$ cat src/rtl/pc_fetch_unit_if.sv
// rtl/pc_fetch_unit_if.sv - instruction-memory read bus between fetch unit and memory
interface pc_fetch_unit_if;
  logic [31:0] imem_address;
  logic        imem_read;
  logic        imem_waitrequest;
  logic [31:0] imem_readdata;

  modport master (
    output imem_address,
    output imem_read,
    input  imem_waitrequest,
    input  imem_readdata
  );

  modport slave (
    input  imem_address,
    input  imem_read,
    output imem_waitrequest,
    output imem_readdata
  );
endinterface

$ cat src/rtl/pc_fetch_unit.sv
// rtl/pc_fetch_unit.sv - architectural PC and fetch/issue sequencer with branch-delay-slot handling
module pc_fetch_unit #(
  parameter logic [31:0] RESET_VECTOR = 32'hBFC00000,
  parameter logic [31:0] HALT_ADDR    = 32'h00000000
) (
  input  logic                   clk,
  input  logic                   rst_n,
  pc_fetch_unit_if.master        imem,
  output logic [31:0]            pc,
  output logic [31:0]            instr,
  output logic                   instr_valid,
  input  logic                   redirect,
  input  logic [31:0]            redirect_target,
  input  logic                   stall,
  output logic                   active
);

  typedef enum logic [1:0] {
    FETCH  = 2'd0,
    ISSUE  = 2'd1,
    HALTED = 2'd2
  } state_t;

  state_t      state, state_d;
  logic [31:0] pc_d;
  logic [31:0] instr_d;
  logic        delay_pending, delay_pending_d;
  logic [31:0] delay_target, delay_target_d;
  logic [31:0] npc;

  always_ff @(posedge clk) begin
    if (!rst_n) begin
      state         <= FETCH;
      pc            <= RESET_VECTOR;
      instr         <= 32'h0;
      delay_pending <= 1'b0;
      delay_target  <= 32'h0;
    end else begin
      state         <= state_d;
      pc            <= pc_d;
      instr         <= instr_d;
      delay_pending <= delay_pending_d;
      delay_target  <= delay_target_d;
    end
  end

  // A pending delay-slot target overrides sequential flow exactly once.
  assign npc = delay_pending ? delay_target : (pc + 32'd4);

  always_comb begin
    state_d         = state;
    pc_d            = pc;
    instr_d         = instr;
    delay_pending_d = delay_pending;
    delay_target_d  = delay_target;
    case (state)
      FETCH: begin
        if (!imem.imem_waitrequest) begin
          instr_d = imem.imem_readdata;
          state_d = ISSUE;
        end
      end
      ISSUE: begin
        if (!stall) begin
          pc_d = npc;
          // A branch sitting in a delay slot loses to the earlier branch.
          if (delay_pending) begin
            delay_pending_d = 1'b0;
          end else if (redirect) begin
            delay_pending_d = 1'b1;
            delay_target_d  = redirect_target & ~32'h3;
          end
          state_d = (npc == HALT_ADDR) ? HALTED : FETCH;
        end
      end
      HALTED: begin
        state_d = HALTED;
      end
      default: begin
        state_d = FETCH;
      end
    endcase
  end

  assign imem.imem_address = pc;
  assign imem.imem_read    = (state == FETCH) && rst_n;
  assign instr_valid       = (state == ISSUE);
  assign active            = (state != HALTED);

endmodule

$ cat src/flat_wrapper.sv
// flat-port wrapper written by rule: the top's interface ports become plain ports
module pc_fetch_unit_flat 
#(
  parameter logic [31:0] RESET_VECTOR = 32'hBFC00000,
  parameter logic [31:0] HALT_ADDR    = 32'h00000000
)
  (clk, rst_n, pc, instr, instr_valid, redirect, redirect_target, stall, active, imem_imem_address, imem_imem_read, imem_imem_waitrequest, imem_imem_readdata);
  pc_fetch_unit_if imem_i ();
  input  logic clk;
  input  logic rst_n;
  output logic [31:0] pc;
  output logic [31:0] instr;
  output logic instr_valid;
  input  logic redirect;
  input  logic [31:0] redirect_target;
  input  logic stall;
  output logic active;
  output wire logic [$bits(imem_i.imem_address)-1:0] imem_imem_address;
  output wire logic [$bits(imem_i.imem_read)-1:0] imem_imem_read;
  input wire logic [$bits(imem_i.imem_waitrequest)-1:0] imem_imem_waitrequest;
  input wire logic [$bits(imem_i.imem_readdata)-1:0] imem_imem_readdata;
  assign imem_imem_address = imem_i.imem_address;
  assign imem_imem_read = imem_i.imem_read;
  assign imem_i.imem_waitrequest = imem_imem_waitrequest;
  assign imem_i.imem_readdata = imem_imem_readdata;
  pc_fetch_unit #(.RESET_VECTOR(RESET_VECTOR), .HALT_ADDR(HALT_ADDR)) u_core (.clk(clk), .rst_n(rst_n), .imem(imem_i), .pc(pc), .instr(instr), .instr_valid(instr_valid), .redirect(redirect), .redirect_target(redirect_target), .stall(stall), .active(active));
endmodule
$ cat config.mk
export PLATFORM = sky130hd
export DESIGN_NAME = pc_fetch_unit_flat
export DESIGN_NICKNAME = d
export VERILOG_FILES = /design/src/rtl/pc_fetch_unit_if.sv /design/src/rtl/pc_fetch_unit.sv /design/src/flat_wrapper.sv
export SDC_FILE = /design/constraint.sdc
export NUM_CORES = 1
export LEC_CHECK = 0
export CAP_MARGIN = 10
export CORE_ASPECT_RATIO = 0.7
export CORE_MARGIN = 3
export CORE_UTILIZATION = 47
export CTS_BUF_LIST = sky130_fd_sc_hd__clkbuf_4 sky130_fd_sc_hd__clkbuf_8 sky130_fd_sc_hd__clkbuf_16
export DETAILED_ROUTE_END_ITERATION = 12
export PLACE_DENSITY = 0.81
export SLEW_MARGIN = 15
export SYNTH_ARGS = -nofsm -noshare
export SYNTH_HDL_FRONTEND = slang
export SYNTH_SLANG_ARGS = --single-unit
$ cat constraint.sdc
create_clock -name clk -period 3.3 [get_ports clk]
set_clock_uncertainty 0.1 [all_clocks]
set_input_delay 0.495 -clock clk [delete_from_list [all_inputs] [get_ports clk]]
set_output_delay 0.495 -clock clk [all_outputs]
set_load 0.005 [all_outputs]
; ---- After elaboration in Yosys (flattened, before gate mapping)
; Index checks and enable logic that the tools add are counted.
[totals]
reg_bits = 97
in_bits = 69
output_inout_bits = 99
[op_classes]
n_addsub = 1
n_eq_ne = 5
muxes = 7
bitwise_logic = 3
reduce_logical = 7
[op_table]
columns = op, count
row1 = "adder 32 x 3 -> 32 bit, second input constant", 1
row2 = logical NOT 32 bit, 1
row3 = two-way mux 32 bit, 1
row4 = two-way mux 2 bit, 3
row5 = "!= test 2 bit, second input constant", 3
row6 = case mux 2 bit (3 select lines), 1
row7 = AND reduction 2 bit, 3
row8 = AND reduction 4 bit, 1
row9 = inverter 1 bit, 3
row10 = "== test 2 x 1 -> 1 bit, second input constant", 1
row11 = "== test 2 bit, second input constant", 1
row12 = logical NOT 2 bit, 1
row13 = two-way mux 1 bit, 2
row14 = logical AND 1 bit, 1

; ---- Longest topological paths before layout
[depth]
ltp_word = 6
ltp_mapped = 10
mapped_depth_nobuf = 8

; ---- Worst setup path before layout
; Ideal clock, no wire load.
[synth_timing]
path_kind = register to register
startpoint = reg u_core.pc[2] (netlist: u_core.imem.imem_address[2])
endpoint = reg u_core.state[1]
t_arrival_ns = 2.204
setup_slack_ns = 0.912
stages_incl_launch_ff = 11
n_path_buf = 2
synth_period_minus_slack_ns = 2.388
path_cell_list = dfxtp_1 -> ha_1 -> and3_1 -> buf_2 -> nand4_1 -> buf_2 -> o21a_1 -> o32a_1 -> nor2_1 -> o211ai_1 -> o31ai_2
[synth_via]
elab_chain_len = 6
[synth_lines]
columns = item, line_no
row1 = start: declaration, pc_fetch_unit.sv:9  ; output logic [31:0] pc,
row2 = start signal: assignment, pc_fetch_unit.sv:40  ; pc <= pc_d;
row3 = adder 32 x 3 -> 32 bit, pc_fetch_unit.sv:48  ; assign npc = delay_pending ? delay_target : (pc + 32'd4);
row4 = two-way mux 32 bit, pc_fetch_unit.sv:48
row5 = logical NOT 32 bit, pc_fetch_unit.sv:73  ; state_d = (npc == HALT_ADDR) ? HALTED : FETCH;
row6 = two-way mux 2 bit, pc_fetch_unit.sv:73
row7 = two-way mux 2 bit, pc_fetch_unit.sv:64  ; if (!stall) begin
row8 = case mux 2 bit (3 select lines), pc_fetch_unit.sv:56  ; case (state)
row9 = end signal: assignment, pc_fetch_unit.sv:39  ; state <= state_d;
row10 = end: declaration, pc_fetch_unit.sv:24  ; state_t state, state_d;
; Every way passes these cells. The select of a mux whose other input is x is not followed.
; A chain may end at the register's enable or synchronous reset.

; ---- Worst setup path after layout
[layout_timing]
startpoint = reg u_core.pc[3] (netlist: u_core.imem.imem_address[3])
endpoint = reg u_core.state[1]
; Same word-level chain as after synthesis.

==> impl_metrics.yaml <==
run_status:
  status: "finished, final reports clean"
logic_synthesis:
  yosys_warnings: 0
  synth_flop_cell: "dfxtp_1"
  synthDistinctLibCells: 65
  synthCells: 648
  ys_async_sr_fraction: 0
  synth_edf_count: 0
  ys_seq_elements: 97
  synth_top_cell_area_share: 0.374
  yosysSeqAreaShare: 0.374
  syn_area_sq_um: 5200
  syn_area_per_cell_sq_um: 8.02
  yosysTopAreaCell: "dfxtp_1"
  yosysMostFrequentCell: "nand2_1"
  synth_area_leaders: "dfxtp_1 (37%), nand2_1 (12%), a21boi_0 (9.5%)"
  synthTopCellsByCount: "nand2_1 (160), dfxtp_1 (97), a21boi_0 (66), buf_4 (34), clkbuf_1 (27)"
  syn_nets: 718
timing:
  finalCritPeriodShare: 0.909
  hold_violations: 0
  final_max_slew_viol_count: 0
  finalWorstPathRequiredPeriod_ns: 3.00
  fmax_mhz: 333
  max_slew_margin: 0.314
  tightest_slew_ns: 1.03
  finalSetupTns_ns: 0
  setup_violations: 0
  grt_setup_unrepaired: "no"
floorplan:
  rows: 31
  die_x_um: 132
  io-pin-count: 168
  die_h_um: 94.0
  coreArea_sq_um: 10600
  start_util: 0.493
  fp.dieArea_sq_um: 12400
routing:
  via_count: 5032
  ant_nets: 0
  via_per_inst: 5.52
  first_pass_iters: 5
  finalWirelength_um: 15300
  drc: 0
  drtIter0Drc: 591
  routedWlPerCell_um: 16.8
grt:
  grt_pass1_wl_um: 24500
  track_usage: 0.245
  grt_max_degree: 48
  antenna_found_initial: 0
  grt_pass1_vias: 4738
  grt_overflow_total: 0
power:
  p_int_w: 0.00204
  combPwrFrac: 0.131
  cellPowerDensity_nw_per_um2: 390
  swShare: 0.245
  peakVddDrop_mv: 0.302
  pwr-share-seq: 0.464
  p_leak_nw: 2.47
  clkPwrFrac: 0.405
  p_sw_w: 0.000660
run:
  cap_viol_max_count: 0
finish:
  antenna_cells: 0
  area_growth_pct: 33.3
  fin_nets: 828
  drive_gt1_frac: 0.0734
  utilization: 0.657
worst_hold_path:
  holdPathEnd: "u_core.instr[30]"
  hold_depth: 2
  min_path_type: "reg -> reg"
  holdCritStartpoint: "u_core.instr[30]"
clocking:
  clock_path_buffers: 2
  ctsRootBufferMaster: "clkbuf_16"
  cts-buffers-inserted: 9
  cts_setup_buffers: 0
  clock_sinks: 97
  cts_tree: "yes"
  clk_latency_ns: 0.34
  cts_max_level: 3
  cts_hold_buf: 0
  ctsResizeCount: 0
  clk_pin_slew_ns: 0.07
worst_setup_path:
  reg2reg_from: "u_core.imem.imem_address[3]"
  reg2reg_slack_ns: 0.30
  crit_fanout: 10
  worst-r2r-cell-count: 10
  crit_type: "reg -> reg"
  worstSetupEndpointType: "flip-flop"
  timing.rr.end: "u_core.state[1]"
  startpoint_type: "flip-flop"
  arrival_ns: 3.17
  cp.required_ns: 3.47
place:
  gp_congestion: 0.928
  dp_hpwl_um: 11400
  portBuffers: 165
[kinds of logic after synthesis]
family | share of synthesized area
AO/OA/AOI/OAI | 0.210
XOR/XNOR | 0.0270
adder cells (fa/ha/maj) | 0.00241
buffers and inverters | 0.107
flip-flops | 0.374
multiplexers | 0.0176
AND/OR/NAND/NOR | 0.262
[cells in the final DEF (no fill, tap or decap), types with 11 or more instances in the layout]
cell type / instances
buf_4: 17
and2_1: 11
o21ai_0: 19
nand2_1: 160
nand4_1: 11
a22oi_1: 13
a21oi_1: 17
dfxtp_1: 97
nor3_1: 13
nor2_1: 24
nand3_1: 13
clkdlybuf4s50_1: 164
a21boi_0: 66
[worst max-delay path by stage]
stage                                start         endpoint  slack, ns  cells after the start
2_1_floorplan  u_core.imem.imem_address[2]  u_core.state[1]       0.91                     10
3_3_place_gp   u_core.imem.imem_address[3]  u_core.state[1]       0.40                     10
3_5_place_dp   u_core.imem.imem_address[3]  u_core.state[1]       0.36                     10
4_1_cts        u_core.imem.imem_address[3]  u_core.state[1]       0.32                     10
5_1_grt        u_core.imem.imem_address[3]  u_core.state[1]       0.13                     10
6_report       u_core.imem.imem_address[3]  u_core.state[1]       0.30                     10
[flip-flops by register name, indices dropped and copies added (netlist names)]
register                  cells
u_core.state                  2
u_core.instr                 32
u_core.delay_pending          1
u_core.delay_target          30
u_core.imem.imem_address     32
[routing by layer]
layer | up-vias | share of wire | global-route usage
li1 | 2422 | - | -
met1 | 2362 | 0.46 | 0.341
met2 | 228 | 0.44 | 0.369
met3 | 20 | 0.089 | 0.0760
met4 | 0 | 0.016 | 0.0664
met5 | - | 0 | 0
[critical path, cell delays in order (launching register included)]
cell and delay [ns]:
dfxtp_1 0.48, ha_1 0.30, and3_1 0.44, nand4_1 0.18, buf_4 0.21, xnor2_1 0.14, nand4_1 0.10, a2111oi_0 0.48
buf_4 0.20, nand4_1 0.11, o31ai_2 0.19
[power groups by stage]
stage / logic, W / registers (W) / clock network, W
finish: 0.000355 / 0.00125 / 0.00109
global route: 0.000386 / 0.00126 / 0.00115
CTS: 0.000355 / 0.00125 / 0.00111
detailed placement: 0.000352 / 0.00128 / 0
global placement: 0.000344 / 0.00127 / 0
floorplan: 0.000167 / 0.00127 / 0
[metrics by stage]
step / cells / setup slack (ns) / power [W] / hold WS [ns] / instance area [sq um]
finish: 911 / 0.300 / 0.00270 / 0.361 / 6930
global route: 911 / 0.130 / 0.00280 / 0.381 / 6930
CTS: 911 / 0.322 / 0.00271 / 0.365 / 6930
detailed placement: 895 / 0.364 / 0.00163 / 0.354 / 6620
global placement: 895 / 0.397 / 0.00162 / 0.342 / 6620
floorplan: 648 / 0.912 / 0.00143 / 0.338 / 5200
[area by class of cell]
class	instances	area (sq um)
Sequential cell	97	1940
Fill cell	892	3620
Clock inverter	5	63.8
Inverter	4	15.0
Tap cell	148	185
Multi-Input combinational cell	464	2700
Clock buffer	11	246
Timing Repair Buffer	182	1770
Power figures use the tool's default switching activity.
